[src/rtl/binary_to_eseg.sv]
// rtl/binary_to_eseg.sv - prescaled free-running digit counter with eight-segment display code
//
// Purpose:
//   Counts 0..MODULUS-1 on a tick from a DIV-cycle prescaler and shows the
//   current digit as a registered {dp,g,f,e,d,c,b,a} segment code. The decimal
//   point toggles on every wrap, so it shows the parity of the roll-over count.
//
// Parameters:
//   DIV      clock cycles per count step, 1..65535 (1 = advance every clock)
//   MODULUS  digit values before wrap, 2..16 (10 = decimal, 16 = hex)
//
// Ports:
//   value  output [7:0]  registered segment code {dp,g,f,e,d,c,b,a}
//   clk    input         system clock, rising edge
//   reset  input         asynchronous active-low reset
//
// Optional build macro:
//   ESEG_ACTIVE_LOW_EN  drive the bitwise complement of every code, for
//                       common-anode displays (reset code becomes 8'hC0)

module binary_to_eseg #(
  parameter int unsigned DIV     = 1,
  parameter int unsigned MODULUS = 16
) (
  output logic [7:0] value,
  input  logic       clk,
  input  logic       reset
);

  localparam int unsigned PW = (DIV > 1) ? $clog2(DIV) : 1;

`ifdef ESEG_ACTIVE_LOW_EN
  localparam logic [7:0] POLARITY = 8'hFF;
`else
  localparam logic [7:0] POLARITY = 8'h00;
`endif

  localparam logic [7:0] RESET_CODE = 8'h3F ^ POLARITY;

  logic [PW-1:0] pcnt;
  logic [3:0]    digit;
  logic          dp;

  logic          tick;
  logic [PW-1:0] pcnt_next;
  logic [3:0]    digit_next;
  logic          dp_next;

  // Segment pattern gfedcba for one digit; digits outside the modulus can
  // only appear through a fault, so they show a dash instead of a hex glyph.
  function automatic logic [6:0] seg(input logic [3:0] d);
    logic [6:0] s;
    s = 7'h40;
    if ({1'b0, d} < 5'(MODULUS)) begin
      case (d)
        4'h0: s = 7'h3F;
        4'h1: s = 7'h06;
        4'h2: s = 7'h5B;
        4'h3: s = 7'h4F;
        4'h4: s = 7'h66;
        4'h5: s = 7'h6D;
        4'h6: s = 7'h7D;
        4'h7: s = 7'h07;
        4'h8: s = 7'h7F;
        4'h9: s = 7'h6F;
        4'hA: s = 7'h77;
        4'hB: s = 7'h7C;
        4'hC: s = 7'h39;
        4'hD: s = 7'h5E;
        4'hE: s = 7'h79;
        4'hF: s = 7'h71;
        default: s = 7'h40;
      endcase
    end
    return s;
  endfunction

  // With DIV=1 the compare is against zero on a 1-bit counter that never
  // leaves zero, so tick stays high and the digit advances every clock.
  assign tick = (pcnt == PW'(DIV - 1));

  always_comb begin
    pcnt_next  = pcnt + PW'(1);
    digit_next = digit;
    dp_next    = dp;
    if (tick) begin
      pcnt_next = '0;
      if (digit == 4'(MODULUS - 1)) begin
        digit_next = 4'd0;
        dp_next    = ~dp;
      end else begin
        digit_next = digit + 4'd1;
      end
    end
  end

  // value is computed from the next-state digit/dp so the display never lags
  // the count state by a cycle.
  always_ff @(posedge clk or negedge reset) begin
    if (!reset) begin
      pcnt  <= '0;
      digit <= 4'd0;
      dp    <= 1'b0;
      value <= RESET_CODE;
    end else begin
      pcnt  <= pcnt_next;
      digit <= digit_next;
      dp    <= dp_next;
      value <= {dp_next, seg(digit_next)} ^ POLARITY;
    end
  end

endmodule

[config.mk]
export PLATFORM = sky130hd
export DESIGN_NAME = binary_to_eseg
export DESIGN_NICKNAME = d
export VERILOG_FILES = /design/src/rtl/binary_to_eseg.sv
export SDC_FILE = /design/constraint.sdc
export NUM_CORES = 1
export LEC_CHECK = 0
export BUFFER_PORTS_ARGS = -buffer_cell sky130_fd_sc_hd__buf_2
export CORE_MARGIN = 3
export CORE_UTILIZATION = 25
export CTS_CLUSTER_SIZE = 28
export DETAILED_ROUTE_END_ITERATION = 8
export REMOVE_ABC_BUFFERS = 1
export SYNTH_ARGS = -nofsm -noshare
export SYNTH_HDL_FRONTEND = slang
export SYNTH_SLANG_ARGS = --single-unit
[constraint.sdc]
create_clock -name clk -period 1.85 [get_ports clk]
set_clock_uncertainty 0.15 [all_clocks]
set_input_delay 0.37 -clock clk [delete_from_list [all_inputs] [get_ports clk]]
set_output_delay 0.37 -clock clk [all_outputs]
set_load 0.05 [all_outputs]
==> flow_metrics.py, run 1 <==
metrics = {
    "die": {
        "die_h_um": 58.1,
        "die_w_um": 58.1,
        "die_area_um2": 3370,
        "ios": 10,
        "initial_utilization_pct": 26.9,
        "core-area_um2": 2520,
        "fp-row-count": 18,
    },
    "critical_path": {
        "cpMostUsedCell": "buf_4",
        "max_stage_delay_ns": 0.43,
        "ff2ff_setup_slack_ns": 0.09,
        "crit_chain": "ha_1 > buf_4 > xnor2_2 > buf_4 > buf_4 > a21o_1 > a21oi_2",
        "cp_max_fo": 6,
        "arrival_ns": 1.82,
        "r2r-start": "digit[0]",
        "worstSetupStartpointType": "flop",
        "critPathKind": "flop to flop",
        "end_kind": "flop",
        "critPathSlowestCell": "dfrtp_1",
        "rr_endpoint": "value[1]",
        "ff2ff_path_depth": 7,
        "cp.required_ns": 1.91,
    },
    "yosys": {
        "yosys_warnings": 0,
        "synthCells": 66,
        "netlist.area_leader.share_pct": 23.2,
        "synth_seq_cells": 12,
        "synth-simple-area-share_pct": 12.7,
        "synthAdderAreaFrac_pct": 12.9,
        "avgSynthCellArea_um2": 10.3,
        "syn_area_um2": 678,
        "yosysSeqAreaShare_pct": 45.4,
        "synthXorXnorAreaFrac_pct": 3.87,
        "synth_edf_count": 0,
        "synthMuxAreaShare_pct": 0,
        "synthArstFlopShare_pct": 100,
        "synthTopCellsByArea": "dfstp_2 23%, dfrtp_1 22%, ha_1 13%",
        "ys.flop_type": "dfstp_2",
        "synth_compound_area_share_pct": 18.5,
        "synth_top_family_by_area": "compound AO/OA/AOI/OAI gates",
        "netlist-cell-type-count": 26,
        "netlist.top_cell.by_area": "dfstp_2",
    },
    "power": {
        "leakagePower_nw": 0.398,
        "finalPower_w": 0.000478,
        "powerDensity_nw_per_um2": 552,
        "vdd_ir_drop_max_uv": 211,
    },
    "clock_tree": {
        "clkSlewWorstSetupHoldPaths_ns": 0.08,
        "cts_tree": "yes",
        "cts-htree-levels": 1,
        "clock_path_buffers": 2,
        "cts_buffers": 3,
        "worstSkewPairLatency_ns": 0.27,
        "cts-root-buf": "clkbuf_4",
        "cts.sinks": 12,
    },
    "sta": {
        "holdWs_ns": 0.324,
        "max-slew-margin-rel_pct": 81.0,
        "max_freq_ghz": 0.567,
        "worst_slew_pin_slew_ns": 0.284,
        "finalCritPeriodShare_pct": 95.3,
        "period_needed_ns": 1.76,
        "setup_viol": 0,
        "hold_viol_final": 0,
        "maxSlewViolCount": 0,
        "rsz0062_at_grt": "yes",
    },
    "routing": {
        "drt_iter0_markers": 5,
        "drc": 0,
        "vias_per_cell": 4.70,
        "wire_per_inst_um": 12.5,
        "drt-total-wl_um": 1440,
        "vias": 540,
        "ant_nets": 0,
        "first_pass_iters": 4,
    },
    "final_layout": {
        "fin_util_pct": 34.4,
        "finalNetCount": 95,
        "ff_latch_area_um2": 309,
        "area_growth_pct": 27.9,
        "diodes": 0,
        "multi_input_area_um2": 342,
        "drive_above_1_share_pct": 40.0,
        "fill_cells": 274,
    },
    "place": {
        "dp_hpwl_um": 1030,
        "gp_congestion": 0.879,
        "place.port_buffers": 9,
    },
    "run_status": {
        "status": "completed",
    },
    "worst_hold_path": {
        "worstHoldStart": "value[7]",
        "worstHoldEndpoint": "value[7]",
        "holdCritPathClass": "flop to flop",
        "worstHoldPathCells": 1,
    },
    "global_routing": {
        "antenna_found_initial": 0,
        "track_usage_pct": 9.33,
        "grt_pass1_wl_um": 2270,
        "grt-ovfl-total": 0,
        "grt_pass1_vias": 531,
        "grt_max_degree": 13,
    },
    "run": {
        "maxCapViolations": 0,
    },
}
worst max-delay path: cells and delay by family (launching register included):
kind / cells / cell delay (ns)
flops: 1 / 0.43
xor+xnor: 1 / 0.14
fa+ha+maj: 1 / 0.23
buf+inv: 3 / 0.45
compound gates: 2 / 0.30
layout by cell type, fill, tap and decap left out, types with 2 or more instances in the layout:
cell,count
a21oi_1,3
a31oi_1,3
buf_2,10
buf_4,9
clkbuf_4,3
dfrtp_1,5
dfstp_2,6
ha_1,7
inv_1,4
nand2_1,6
nand2b_1,2
nand3_1,2
nor2_1,3
o21ai_0,3
xnor2_1,2
where the power goes:
group / internal [W] / total [W] / leakage [nW] / switching, W
combinational: 0.00000215 / 0.00000724 / 0.239 / 0.00000509
sequential: 0.000263 / 0.000263 / 0.138 / 0
clock: 0.000120 / 0.000208 / 0.0210 / 0.0000887
total: 0.000385 / 0.000478 / 0.398 / 0.0000938
routing by layer:
metal | routed length, µm | global-route usage [%]
met5 | 0 | 0
met4 | 55 | 8.94
met3 | 62 | 2.23
met2 | 698 | 14.4
met1 | 619 | 10.4
how the worst max path moves through the flow:
stage,from,end,slack (ns)
after CTS,digit[1],value[1],0.06
after detailed placement,digit[1],value[1],0.1
after floorplan,digit[0],value[4],-0.17
after global placement,digit[1],value[1],0.11
final,digit[0],value[1],0.09
after global routing,digit[1],value[4],-0.0007
cell type report:
type	instances	share of cell area, %
repair buffers	20	14.7
flip-flops and latches	12	35.6
well taps	30	4.33
clock buffers	4	4.18
inverters	4	1.73
multi-input cells	45	39.4
flip-flops by register name (all words and copies together) (netlist names):
signal and flops:
value 8, digit 4
logic make-up after synthesis:
group	Yosys count
flops	12
simple gates	17
compound gates	18
fa+ha+maj	7
buf+inv	9
xor+xnor	3
through the flow:
step	TNS (ns)	worst slack, ns	cells	cell area [µm²]
after floorplan	-0.552	-0.175	61	648
after global placement	0	0.108	107	783
after detailed placement	0	0.0973	107	783
after CTS	0	0.0635	112	830
after global routing	-0.000695	-0.000695	115	867
final	0	0.0868	115	867
synthesized netlist by cell type, types with 2 or more instances:
cell type,count
ha_1,7
nor2_1,3
a31oi_1,3
a21oi_1,4
o21ai_0,3
nand2_1,6
nand2b_1,2
nand3_1,2
xnor2_1,3
dfstp_2,6
dfrtp_1,6
buf_2,3
inv_1,4
buf_4,2
what timing repair did:
item / in CTS / in global routing
resized for setup: 0 / 5
endpoints found under the hold margin: 6 / 0
setup buffers: 0 / 2
hold buffers: 1 / 0
endpoints found under the setup margin: 0 / 3
(Power assumes the default switching activity.)
==> run 2: changes to the inputs <==
Settings changed: BUFFER_PORTS_ARGS -buffer_cell sky130_fd_sc_hd__buf_2 to -buffer_cell sky130_fd_sc_hd__buf_4.
==> flow_metrics.py, run 2 (same netlist as run 1, synthesis figures left out) <==
metrics = {
    "global_routing": {
        "grt_pass1_wl_um": 2360,
        "antenna_found_initial": 0,
        "grt_max_degree": 13,
        "grt_pass1_vias": 535,
        "grt-ovfl-total": 0,
        "track_usage_pct": 9.20,
    },
    "clock_tree": {
        "cts-htree-levels": 1,
        "cts_buffers": 3,
        "cts.sinks": 12,
        "clock_path_buffers": 2,
        "cts-root-buf": "clkbuf_4",
        "worstSkewPairLatency_ns": 0.28,
        "cts_tree": "yes",
        "clkSlewWorstSetupHoldPaths_ns": 0.08,
    },
    "final_layout": {
        "final_cells": 113,
        "largest_register": "value",
        "finalNetCount": 93,
        "design_area_um2": 855,
        "area_growth_pct": 26.0,
        "final_cell_mix": "17 x buf_4, 6 x nand2_1, 6 x ha_1, 6 x dfstp_2",
        "drive_above_1_share_pct": 36.1,
        "reg.largest.list": "value (8), digit (4)",
        "largest_reg_flops": 8,
        "diodes": 0,
        "fill_cells": 267,
        "layout_commonest_cell": "buf_4",
    },
    "die": {
        "fp-row-count": 18,
        "ios": 10,
        "die_w_um": 58.1,
        "die_area_um2": 3370,
        "core-area_um2": 2520,
        "die_h_um": 58.1,
        "initial_utilization_pct": 26.9,
    },
    "routing": {
        "first_pass_iters": 4,
        "ant_nets": 0,
        "vias_per_cell": 4.77,
        "drt_iter0_markers": 6,
        "wire_per_inst_um": 11.5,
        "drc": 0,
        "drt-total-wl_um": 1310,
        "vias": 539,
    },
    "sta": {
        "maxSlewViolCount": 0,
        "period_needed_ns": 1.74,
        "setup_viol": 0,
        "hold_viol_final": 0,
        "holdWs_ns": 0.313,
        "setup-tns-final_ns": 0,
        "max-slew-margin-rel_pct": 84.8,
        "max_freq_ghz": 0.576,
        "worst_slew_pin_slew_ns": 0.227,
        "finalCritPeriodShare_pct": 93.8,
    },
    "critical_path": {
        "ff2ff_path_depth": 5,
        "rr_endpoint": "value[0]",
        "end_kind": "flop",
        "crit_buf_inv": 1,
        "critPathSlowestCell": "dfrtp_1",
        "worstSetupStartpointType": "flop",
        "ff2ff_setup_slack_ns": 0.11,
        "path_depth": 5,
        "cp.required_ns": 1.89,
        "max_stage_delay_ns": 0.40,
        "critPathKind": "flop to flop",
        "crit_chain": "ha_2 > inv_1 > a311o_1 > or3_1 > o221ai_1",
        "cp_top_family": "compound AO/OA/AOI/OAI gates",
        "r2r-start": "digit[1]",
        "cp_max_fo": 4,
        "arrival_ns": 1.78,
    },
    "power": {
        "leakagePower_nw": 0.388,
        "vdd_ir_drop_max_uv": 201,
        "powerDensity_nw_per_um2": 517,
        "finalPower_w": 0.000442,
    },
    "run_status": {
        "status": "completed",
    },
    "place": {
        "place.port_buffers": 9,
        "gp_congestion": 0.900,
        "placed_cell_area_um2": 806,
        "dp_hpwl_um": 962,
        "placed_cells": 107,
    },
    "run": {
        "maxCapViolations": 0,
    },
    "worst_hold_path": {
        "holdCritPathClass": "input port to asynchronous set/reset pin",
    },
}
run 2: cell count changes in the layout (fill, tap and decap cells not counted), sizes merged:
cell,previous run,this run
buf,19,17
run 2: repair_timing:
action,in CTS,in global routing
resized for setup,0,3
hold buffers,1,0
buffers inserted,0,1
setup endpoints to repair,0,4
endpoints found under the hold margin,12,0
run 2: area by class of cell:
cell class	instances	area, µm²	area share (%)
multi-input cells	45	328	38.4
flip-flops and latches	12	310	36.3
repair buffers	18	138	16.1
well taps	30	37.5	4.39
clock buffers	4	26.3	3.07
inverters	4	15.0	1.76
run 2: per-stage QoR:
step                util (%)  worst slack, ns
global placement        31.9            0.127
floorplan                  -           -0.175
finish                  33.9            0.114
global route            33.9          -0.0116
CTS                     33.4           0.0530
detailed placement      31.9           0.0760
run 2: how the worst max path moves through the flow:
stage                   from  endpoint  slack, ns
CTS                 digit[0]  value[0]       0.05
floorplan           digit[0]  value[4]      -0.17
global route        digit[1]  value[1]      -0.01
global placement    digit[3]  value[0]       0.13
finish              digit[1]  value[0]       0.11
detailed placement  digit[0]  value[0]       0.08
run 2: routing by layer:
layer / vias to the layer above / global-route usage (%) / routed length [µm]
met4: 0 / 6.95 / 44
met1: 257 / 10.5 / 548
met3: 5 / 2.23 / 54
met2: 15 / 14.7 / 657
met5: - / 0 / 0
li1: 262 / - / -
run 2: power by group:
group | leakage [nW] | total, W | switching, W | internal (W)
Sequential | 0.138 | 0.000263 | 0 | 0.000263
Clock | 0.0150 | 0.000171 | 0.0000876 | 0.0000836
Combinational | 0.235 | 0.00000800 | 0.00000518 | 0.00000283
Total | 0.388 | 0.000442 | 0.0000928 | 0.000349
==> run 3: changes to the inputs <==
Settings changed: CORE_MARGIN 3 to unset, GPL_ROUTABILITY_DRIVEN set to 0.
==> flow_metrics.py, run 3 (same netlist as run 1, synthesis figures left out) <==
metrics = {
    "run_status": {
        "status": "completed",
    },
    "clock_tree": {
        "cts-htree-levels": 1,
        "cts_buffers": 3,
        "clkSlewWorstSetupHoldPaths_ns": 0.08,
        "cts-root-buf": "clkbuf_4",
        "worstSkewPairLatency_ns": 0.28,
        "cts_tree": "yes",
        "clock_path_buffers": 2,
        "cts.sinks": 12,
        "cts_setup_buffers": 0,
    },
    "final_layout": {
        "area_growth_pct": 25.1,
        "largest_reg_flops": 8,
        "drive_above_1_share_pct": 34.6,
        "finalNetCount": 91,
        "layout_commonest_cell": "buf_4",
        "fill_cells": 265,
        "final_cells": 111,
        "largest_register": "value",
        "final_cell_mix": "15 x buf_4, 6 x nand2_1, 6 x ha_1, 6 x dfstp_2, 5 x dfrtp_1",
        "diodes": 0,
        "reg.largest.list": "value (8), digit (4)",
    },
    "global_routing": {
        "gr-usage-met1_pct": 11.8,
        "use_met3_pct": 3.39,
        "grt-ovfl-total": 0,
        "grt_max_degree": 13,
        "grt-busiest-layer": "met2",
        "track_usage_pct": 11.7,
        "grt_pass1_wl_um": 2170,
        "antenna_found_initial": 0,
        "grt_pass1_vias": 496,
        "gr-usage-met2_pct": 17.1,
    },
    "die": {
        "fp-row-count": 18,
        "core-area_um2": 2520,
        "ios": 10,
        "initial_utilization_pct": 26.9,
        "die_w_um": 54.1,
        "die_h_um": 54.1,
        "die_area_um2": 2920,
    },
    "place": {
        "placed_cells": 106,
        "dp_hpwl_um": 958,
        "place.port_buffers": 9,
    },
    "routing": {
        "drt_iter0_markers": 11,
        "vias": 530,
        "drc": 0,
        "ant_nets": 0,
        "vias_per_cell": 4.77,
        "wire_per_inst_um": 11.4,
        "drt-total-wl_um": 1260,
        "first_pass_iters": 3,
    },
    "critical_path": {
        "end_kind": "flop",
        "max_stage_delay_ns": 0.40,
        "cp_max_fo": 9,
        "arrival_ns": 1.77,
        "crit_chain": "ha_1 > inv_1 > a311o_1 > buf_4 > a21oi_1 > a31oi_1",
        "critPathSlowestCell": "dfrtp_1",
        "cp.required_ns": 1.85,
        "worstSetupStartpointType": "flop",
        "critPathKind": "flop to flop",
    },
    "sta": {
        "maxSlewViolCount": 0,
        "max-slew-margin-rel_pct": 83.1,
        "setup_viol": 0,
        "finalCritPeriodShare_pct": 95.3,
        "hold_viol_final": 0,
        "setup-tns-final_ns": 0,
        "rsz0062_at_grt": "no",
        "period_needed_ns": 1.76,
        "worst_slew_pin_slew_ns": 0.251,
        "max_freq_ghz": 0.567,
    },
    "run": {
        "maxCapViolations": 0,
    },
    "power": {
        "vdd_ir_drop_max_uv": 175,
        "leakagePower_nw": 0.383,
        "powerDensity_nw_per_um2": 569,
        "finalPower_w": 0.000482,
    },
    "worst_hold_path": {
        "holdCritPathClass": "input port to asynchronous set/reset pin",
    },
}
-- run 3: repair_timing --
action                     in CTS  in global routing
hold endpoints to repair       12                  0
resized for setup               0                  2
hold buffers                    1                  0
setup endpoints to repair       0                  4
-- run 3: power by group --
group | total, W | internal [W] | switching [W]
logic | 0.00000772 | 0.00000282 | 0.00000490
registers | 0.000263 | 0.000263 | 0
clock network | 0.000212 | 0.000120 | 0.0000919
total | 0.000482 | 0.000386 | 0.0000968
-- run 3: cell type report --
cell class | count | area (µm²) | area share [%]
Clock buffer | 4 | 36.3 | 4.28
Sequential cell | 12 | 309 | 36.4
Multi-Input combinational cell | 45 | 328 | 38.6
Tap cell | 30 | 37.5 | 4.42
Timing Repair Buffer | 16 | 123 | 14.5
Inverter | 4 | 15.0 | 1.77
-- run 3: worst max-delay path: cells and delay by family (launching register included) --
family,cells,cell delay (ns)
AO/OA/AOI/OAI,3,0.59
adder cells (fa/ha/maj),1,0.22
buffers and inverters,2,0.27
flip-flops,1,0.40
-- run 3: final timing paths --
kind / start / slack [ns] / cells past startpoint / end
worst max-delay path: digit[1] / 0.09 / 6 / value[6]
max in group asynchronous: reset / 1.02 / 2 / value[0]
worst max register to register: digit[1] / 0.09 / 6 / value[6]
min in group clk: value[7] / 0.33 / 1 / value[7]
worst min register to register: value[7] / 0.33 / 1 / value[7]
worst min-delay path: reset / 0.30 / 2 / digit[2]
-- run 3: per-stage QoR --
stage | area, µm² | hold slack (ns) | utilization, % | setup WS [ns]
floorplan | 648 | -0.0756 | - | -0.175
global placement | 798 | 0.0670 | 31.6 | 0.118
detailed placement | 798 | 0.0652 | 31.6 | 0.0995
CTS | 845 | 0.294 | 33.5 | 0.0652
global route | 848 | 0.333 | 33.6 | 0.00658
finish | 848 | 0.298 | 33.6 | 0.0874
-- run 3: metal layers --
| layer | wire, µm | vias to the layer above | share of wire, % |
|---|---|---|---|
| met4 | 81 | 0 | 6.4 |
| met3 | 44 | 8 | 3.5 |
| met2 | 594 | 12 | 47 |
| met1 | 543 | 249 | 43 |
| li1 | - | 261 | - |
| met5 | 0 | - | 0 |
